**src/rtl/video_crush_multi.sv**
```systemverilog
// ---------------------------------------------------------------------------
// video_crush_multi
//
// Posteriser ("bit-crush") stage for the video effects chain. Each of NCH
// channels (CW bits, channel 0 in the LSBs) is quantised to a step Q that is
// derived from the pressure input. Q and its fixed-point reciprocal R are
// recomputed once per frame by an iterative restoring divider. The update
// starts when the raster reaches (TRIG_H, TRIG_V), so the step never changes
// part-way through a frame. The counts and the active flag are delayed so
// they stay aligned with the crushed pixel (3 cycles).
//
// Optional feature: define VIDEO_CRUSH_MULTI_DITHER_EN to add a 2^DB x 2^DB
// ordered (Bayer) dither ahead of the quantiser. When it is undefined the
// dither term is zero (plain truncation) and DB is only range-checked.
//
// Ports:
//   clk              pixel clock
//   rst              asynchronous, active-high reset
//   h_count_in       horizontal raster count (11 bits)
//   v_count_in       vertical raster count (10 bits)
//   active_draw_in   active-region flag
//   pixel_in         input pixel, NCH*CW bits
//   pressure         effect amount (10 bits), sampled only on the trigger
//   h_count_out      h_count_in delayed 3 cycles
//   v_count_out      v_count_in delayed 3 cycles
//   active_draw_out  active_draw_in delayed 3 cycles
//   pixel_out        crushed pixel, aligned with the count outputs
//   busy             high while the Q/R update is in progress
// ---------------------------------------------------------------------------
module video_crush_multi #(
    parameter int NCH    = 3,
    parameter int CW     = 8,
    parameter int DB     = 2,
    parameter int TRIG_H = 80,
    parameter int TRIG_V = 721
) (
    input  logic              clk,
    input  logic              rst,
    input  logic [10:0]       h_count_in,
    input  logic [9:0]        v_count_in,
    input  logic              active_draw_in,
    input  logic [NCH*CW-1:0] pixel_in,
    input  logic [9:0]        pressure,
    output logic [10:0]       h_count_out,
    output logic [9:0]        v_count_out,
    output logic              active_draw_out,
    output logic [NCH*CW-1:0] pixel_out,
    output logic              busy
);

    // F fractional bits make floor(t*R >> F) == floor(t/Q) exact, because
    // t*Q < 2^(2*CW+1) for every legal t and Q.
    localparam int F     = 2 * CW + 1;
    localparam int PIXW  = NCH * CW;
    localparam int QW    = CW + 1;          // Q in 1..2^CW
    localparam int RW    = F + 1;           // R in 1..2^F
    localparam int TW    = CW + 1;          // pixel + dither
    localparam int PW    = TW + RW;         // t * R
    localparam int KW    = PW - F;          // quotient estimate k
    localparam int MW    = KW + QW;         // k * Q before saturation
    localparam int REMW  = CW + 2;          // divider partial remainder
    localparam int CNT_W = $clog2(F + 1);

    if (CW < 4 || CW > 10) begin : g_bad_cw
        $error("video_crush_multi: CW must lie in 4..10");
    end
    if (DB < 1 || DB > 4) begin : g_bad_db
        $error("video_crush_multi: DB must lie in 1..4");
    end

    function automatic logic [CW-1:0] sat_cw(input logic [MW-1:0] v);
        if (v > MW'((1 << CW) - 1)) begin
            sat_cw = '1;
        end else begin
            sat_cw = CW'(v);
        end
    endfunction

    // -----------------------------------------------------------------------
    // Per-frame Q/R update: three-process FSM plus divider datapath
    // -----------------------------------------------------------------------
    typedef enum logic [1:0] {
        IDLE   = 2'd0,
        RUN    = 2'd1,
        COMMIT = 2'd2
    } state_t;

    state_t           state;
    state_t           state_nxt;
    logic             trig_hit;
    logic             load;
    logic             div_step;
    logic             commit;
    logic [QW-1:0]    qn_calc;
    logic [QW-1:0]    qn;
    logic [QW-1:0]    q_reg;
    logic [RW-1:0]    r_reg;
    logic [RW-1:0]    quo;
    logic [REMW-1:0]  rem;
    logic [REMW-1:0]  rem_sh;
    logic             div_ge;
    logic [CNT_W-1:0] cnt;

    assign trig_hit = (h_count_in == 11'(TRIG_H)) && (v_count_in == 10'(TRIG_V));
    assign qn_calc  = QW'(pressure >> (10 - CW)) + QW'(1);

    // The dividend is 2^F: its only set bit enters on the first RUN cycle.
    assign rem_sh = REMW'({rem, (cnt == CNT_W'(F))});
    assign div_ge = (rem_sh >= REMW'(qn));

    always_ff @(posedge clk or posedge rst) begin
        if (rst) begin
            state <= IDLE;
        end else begin
            state <= state_nxt;
        end
    end

    always_comb begin
        state_nxt = state;
        case (state)
            IDLE:    if (trig_hit) state_nxt = RUN;
            RUN:     if (cnt == '0) state_nxt = COMMIT;
            COMMIT:  state_nxt = IDLE;
            default: state_nxt = IDLE;
        endcase
    end

    always_comb begin
        busy     = 1'b0;
        load     = 1'b0;
        div_step = 1'b0;
        commit   = 1'b0;
        case (state)
            IDLE: load = trig_hit;
            RUN: begin
                busy     = 1'b1;
                div_step = 1'b1;
            end
            COMMIT: begin
                busy   = 1'b1;
                commit = 1'b1;
            end
            default: ;
        endcase
    end

    // Q and R change together in the single COMMIT cycle, so a pixel
    // sampling them in S2 never sees a mismatched pair.
    always_ff @(posedge clk or posedge rst) begin
        if (rst) begin
            qn    <= QW'(1);
            rem   <= '0;
            quo   <= '0;
            cnt   <= '0;
            q_reg <= QW'(1);
            r_reg <= {1'b1, {F{1'b0}}};
        end else begin
            if (load) begin
                qn  <= qn_calc;
                rem <= '0;
                quo <= '0;
                cnt <= CNT_W'(F);
            end
            if (div_step) begin
                rem <= div_ge ? (rem_sh - REMW'(qn)) : rem_sh;
                quo <= {quo[RW-2:0], div_ge};
                cnt <= cnt - CNT_W'(1);
            end
            if (commit) begin
                q_reg <= qn;
                r_reg <= quo + RW'(rem != '0);
            end
        end
    end

    // -----------------------------------------------------------------------
    // Dither term, taken from the count outputs
    // -----------------------------------------------------------------------
    logic [QW-1:0] dith;

`ifdef VIDEO_CRUSH_MULTI_DITHER_EN
    localparam int DPW = 2 * DB + QW;

    // Bit-reversed interleave of (x^y) and y yields the Bayer ordering.
    function automatic logic [2*DB-1:0] bayer_idx(input logic [DB-1:0] x,
                                                  input logic [DB-1:0] y);
        logic [2*DB-1:0] il;
        logic [DB-1:0]   xy;
        xy = x ^ y;
        for (int i = 0; i < DB; i++) begin
            il[2*i+1] = xy[i];
            il[2*i]   = y[i];
        end
        for (int i = 0; i < 2 * DB; i++) begin
            bayer_idx[i] = il[2*DB-1-i];
        end
    endfunction

    logic [2*DB-1:0] draw;
    logic [DPW-1:0]  dprod;

    always_comb begin
        draw  = bayer_idx(h_count_out[DB:1], v_count_out[DB:1]);
        dprod = DPW'(draw) * DPW'(q_reg);
        dith  = QW'(dprod >> (2 * DB));
    end
`else
    assign dith = '0;
`endif

    // -----------------------------------------------------------------------
    // S1: register the incoming pixel and raster position
    // -----------------------------------------------------------------------
    logic [PIXW-1:0] pix_p0;
    logic [10:0]     h_p0;
    logic [9:0]      v_p0;
    logic            vld_p0;

    always_ff @(posedge clk) begin
        pix_p0 <= pixel_in;
        h_p0   <= h_count_in;
        v_p0   <= v_count_in;
    end

    // -----------------------------------------------------------------------
    // S2: add dither, multiply by R; Q is captured alongside for S3
    // -----------------------------------------------------------------------
    logic [10:0]     h_p1;
    logic [9:0]      v_p1;
    logic            vld_p1;
    logic [QW-1:0]   q_p1;
    logic [PIXW-1:0] pix_res;

    always_ff @(posedge clk) begin
        h_p1 <= h_p0;
        v_p1 <= v_p0;
        q_p1 <= q_reg;
    end

    for (genvar c = 0; c < NCH; c++) begin : g_ch
        logic [TW-1:0] t;
        logic [PW-1:0] prod_p1;
        logic [KW-1:0] k;
        logic [MW-1:0] m;

        assign t = TW'(pix_p0[c*CW +: CW]) + dith;

        always_ff @(posedge clk) begin
            prod_p1 <= PW'(t) * PW'(r_reg);
        end

        // S3 arithmetic: k = floor(t/Q), then back to a level and clamp.
        assign k = KW'(prod_p1 >> F);
        assign m = MW'(k) * MW'(q_p1);
        assign pix_res[c*CW +: CW] = sat_cw(m);
    end

    // -----------------------------------------------------------------------
    // S3: output registers
    // -----------------------------------------------------------------------
    always_ff @(posedge clk or posedge rst) begin
        if (rst) begin
            vld_p0          <= 1'b0;
            vld_p1          <= 1'b0;
            active_draw_out <= 1'b0;
            h_count_out     <= '0;
            v_count_out     <= '0;
            pixel_out       <= '0;
        end else begin
            vld_p0          <= active_draw_in;
            vld_p1          <= vld_p0;
            active_draw_out <= vld_p1;
            h_count_out     <= h_p1;
            v_count_out     <= v_p1;
            pixel_out       <= pix_res;
        end
    end

endmodule
```
**config.mk**
```make
export PLATFORM = sky130hd
export DESIGN_NAME = video_crush_multi
export DESIGN_NICKNAME = d
export VERILOG_FILES = /design/src/rtl/video_crush_multi.sv
export SDC_FILE = /design/constraint.sdc
export NUM_CORES = 2
export LEC_CHECK = 0
export CAP_MARGIN = 25
export CORE_MARGIN = 3
export CORE_UTILIZATION = 55
export CTS_CLUSTER_SIZE = 14
export DETAILED_ROUTE_END_ITERATION = 8
export DONT_BUFFER_PORTS = 1
export PLACE_DENSITY = 0.66
export SYNTH_ARGS = -nofsm -noshare
export SYNTH_HDL_FRONTEND = slang
export SYNTH_SLANG_ARGS = --single-unit
```
**constraint.sdc**
```tcl
create_clock -name clk -period 10.6 [get_ports clk]
set_input_delay 1.06 -clock clk [delete_from_list [all_inputs] [get_ports clk]]
set_output_delay 1.06 -clock clk [all_outputs]
set_load 0.03 [all_outputs]
```
==> flow_summary.yaml <==
status:
  status: "complete, no violations"
critical_path:
  crit_path_end_kind: "register"
  crit_required_ns: 11.00
  path_class: "reg -> reg"
  arrival_ns: 6.04
  cp_max_fo: 18
  worstSetupStartpointType: "register"
power_and_ir_drop:
  leakagePower_nw: 14.18
  p_sw_w: 0.004563
  ir_drop_mv: 0.2860
  fin_total_pwr_w: 0.008966
  swShare_pct: 50.88
  p_per_area_nw_per_um2: 320.2
  pwr-share-comb_pct: 75.7
  p_int_w: 0.004404
  clock_power_share_pct: 10.4
  pwr-share-seq_pct: 13.9
synthesis:
  netlist_area_um2: 26420
  synth_area_per_cell_um2: 9.525
  synth_top_cell_by_area: "fa_1"
  synth_async_sr_flop_share_pct: 53.85
  synth_cell_types: 76
  synth_nets: 3528
  yosys_most_used_dff: "dfrtp_1"
  synth_top_area_share_pct: 33.03
  synth_common_cells: "inv_1 (439), fa_1 (436), nand2_1 (409)"
  synth_edf_count: 0
  synth.area.top_cells: "fa_1 (33%), ha_1 (12%), dfrtp_1 (11%), and2_1 (8.4%), dfxtp_1 (7.7%)"
  yosys_warnings: 0
  ys_ff_latch: 221
  ys_seq_area_share_pct: 19.01
  syn_inst: 2774
  synth_most_common_cell: "inv_1"
routing:
  finalWirelength_um: 56880
  post_drt_via_cell_ratio: 5.460
  drc_errors: 0
  ant_nets: 0
  via_count: 18290
  wl_per_cell_um: 16.98
  drt_iter0_drc: 936
  dr.pass1.iters: 7
job:
  cap_violations: 0
timing:
  setup_tns_ns: 0
  final.min_clock_period_ns: 5.642
  hold_slack_ns: 0.3236
  period_share_pct: 53.22
  fmax_mhz: 177.3
  max-slew-margin-rel_pct: 29.43
  fin_skew_ns: 0.02812
  final_max_slew_viol_count: 0
  hold_viol_final: 0
  worst_pin_slew_ns: 1.032
  final-setup-viol-count: 0
  rsz0062_at_grt: "no"
die:
  rows: 79
  dieWidth_um: 225.2
  core_um2: 47050
  die_h_um: 225.2
  dieArea_um2: 50710
  initial_core_util_pct: 56.16
  ios: 105
cts:
  root_buffer: "clkbuf_16"
  cts_tree: "done"
  clock_sinks: 221
  clk_pin_slew_ns: 0.07
  h-tree-depth: 1
  clock_latency_ns: 0.57
  clock_path_buffers: 3
  post_cts_resize_count: 0
  cts_made_buffers: 26
  cts_setup_buffers: 0
  cts_hold_buf: 0
global_routing:
  grt_antenna_before_repair: 1
  grt_max_degree: 82
  gr-total-overflow: 0
  grt_use_total_pct: 23.32
  grt_pass1_vias: 19350
  grt_first_pass_wirelength_um: 96340
place:
  io_buffers: 0
  dp_hpwl_um: 42050
  gp_congestion: 0.8329
final_layout:
  nFillCells: 3995
  largest_reg_flops: 27
  final_nets: 3475
  post-route-util_pct: 59.52
  regMostFlops: "g_ch.prod_p1"
  drive_gt1_share_pct: 3.977
  reg_top3: "g_ch.prod_p1: 27 flops, pix_p0: 24 flops, pixel_out: 24 flops"
  area_growth_pct: 5.981
worst_hold_path:
  hp-class: "reg -> reg"
layout make-up:
| cell class | instances | area, um2 | share of cell area (%) |
|---|---|---|---|
| Antenna cell | 1 | 2.502 | 0.008936 |
| Clock buffer | 34 | 764.5 | 2.730 |
| Clock inverter | 14 | 152.6 | 0.5451 |
| Inverter | 439 | 1650 | 5.893 |
| Multi-Input combinational cell | 2002 | 19330 | 69.03 |
| Sequential cell | 221 | 5024 | 17.94 |
| Tap cell | 607 | 759.5 | 2.712 |
| Timing Repair Buffer | 31 | 320.3 | 1.144 |
layer usage:
layer / part of all wire (%) / wire (um) / track usage [%]
met1: 45 / 25310 / 32.60
met2: 48 / 27130 / 39.23
met3: 5.0 / 2857 / 2.605
met4: 2.8 / 1573 / 5.986
met5: 0 / 0 / 0
critical path: stages (launching register included):
cell      delay [ns]
dfxtp_1         0.81
nand2_1         0.17
fa_1            0.54
fa_1            0.55
inv_1           0.05
fa_1            0.50
inv_1           0.06
fa_1            0.47
inv_1           0.04
ha_1            0.27
a21o_1          0.18
a221o_1         0.38
a31oi_1         0.44
o211ai_1        0.20
a31oi_1         0.31
o21bai_1        0.12
xnor2_1         0.36
power by group through the flow:
stage | logic (W) | clock network [W] | registers (W)
after floorplan | 0.00501 | 0 | 0.00114
after global placement | 0.00663 | 0 | 0.00126
after detailed placement | 0.00677 | 0 | 0.00126
after CTS | 0.00691 | 0.000952 | 0.00125
after global routing | 0.00782 | 0.000984 | 0.00127
final | 0.00679 | 0.000928 | 0.00125
per-stage QoR:
stage	area (um2)	setup WS, ns	std cells
after global placement	26960	4.768	3295
final	28000	4.958	3349
after floorplan	26420	5.538	2774
after global routing	28000	4.599	3348
after CTS	27930	4.706	3345
after detailed placement	27010	4.729	3297
kinds of logic (layout without fill, tap and decap cells):
family,Yosys count,in the layout,share of synthesized area [%]
compound gates,236,236,5.692
xor+xnor,79,79,2.647
fa+ha+maj,696,696,45.35
buf+inv,551,518,7.842
flops,221,221,19.01
mux,26,26,1.051
other cells,0,1,0
simple gates,965,965,18.41
worst paths after layout:
check                           from             endpoint  slack, ns  depth (start not counted)
setup / recovery           pix_p0[2]  g_ch[0].prod_p1[25]       4.96                         16
hold / removal               h_p1[2]       h_count_out[2]       0.32                          0
setup reg to reg           pix_p0[2]  g_ch[0].prod_p1[25]       4.96                         16
hold reg to reg              h_p1[2]       h_count_out[2]       0.32                          0
max in group asynchronous        rst             q_reg[0]       9.17                          3
min in group asynchronous        rst       v_count_out[0]       0.39                          1
placed cells by master (no fill, tap or decap), types with 4 or more instances in the layout:
cell type,instances
a211oi_1,12
a21o_1,24
a21oi_1,67
a31oi_1,8
and2_1,356
and3_1,9
buf_16,4
buf_4,26
clkbuf_16,29
dfrtp_1,116
dfxtp_1,102
fa_1,436
ha_1,259
inv_1,438
inv_6,4
mux2_2,12
mux2i_1,12
nand2_1,409
nand2b_1,5
nand3_1,30
nand3b_1,4
nand4_1,11
nand4b_1,5
nor2_1,76
nor2b_1,7
nor3_1,17
nor4_1,7
o211ai_1,6
o21a_1,6
o21ai_0,43
o21ai_1,22
o21bai_1,6
or2_1,5
or3_1,4
or3b_1,7
xnor2_1,36
xor2_1,42
Power figures use the tool's default switching activity.
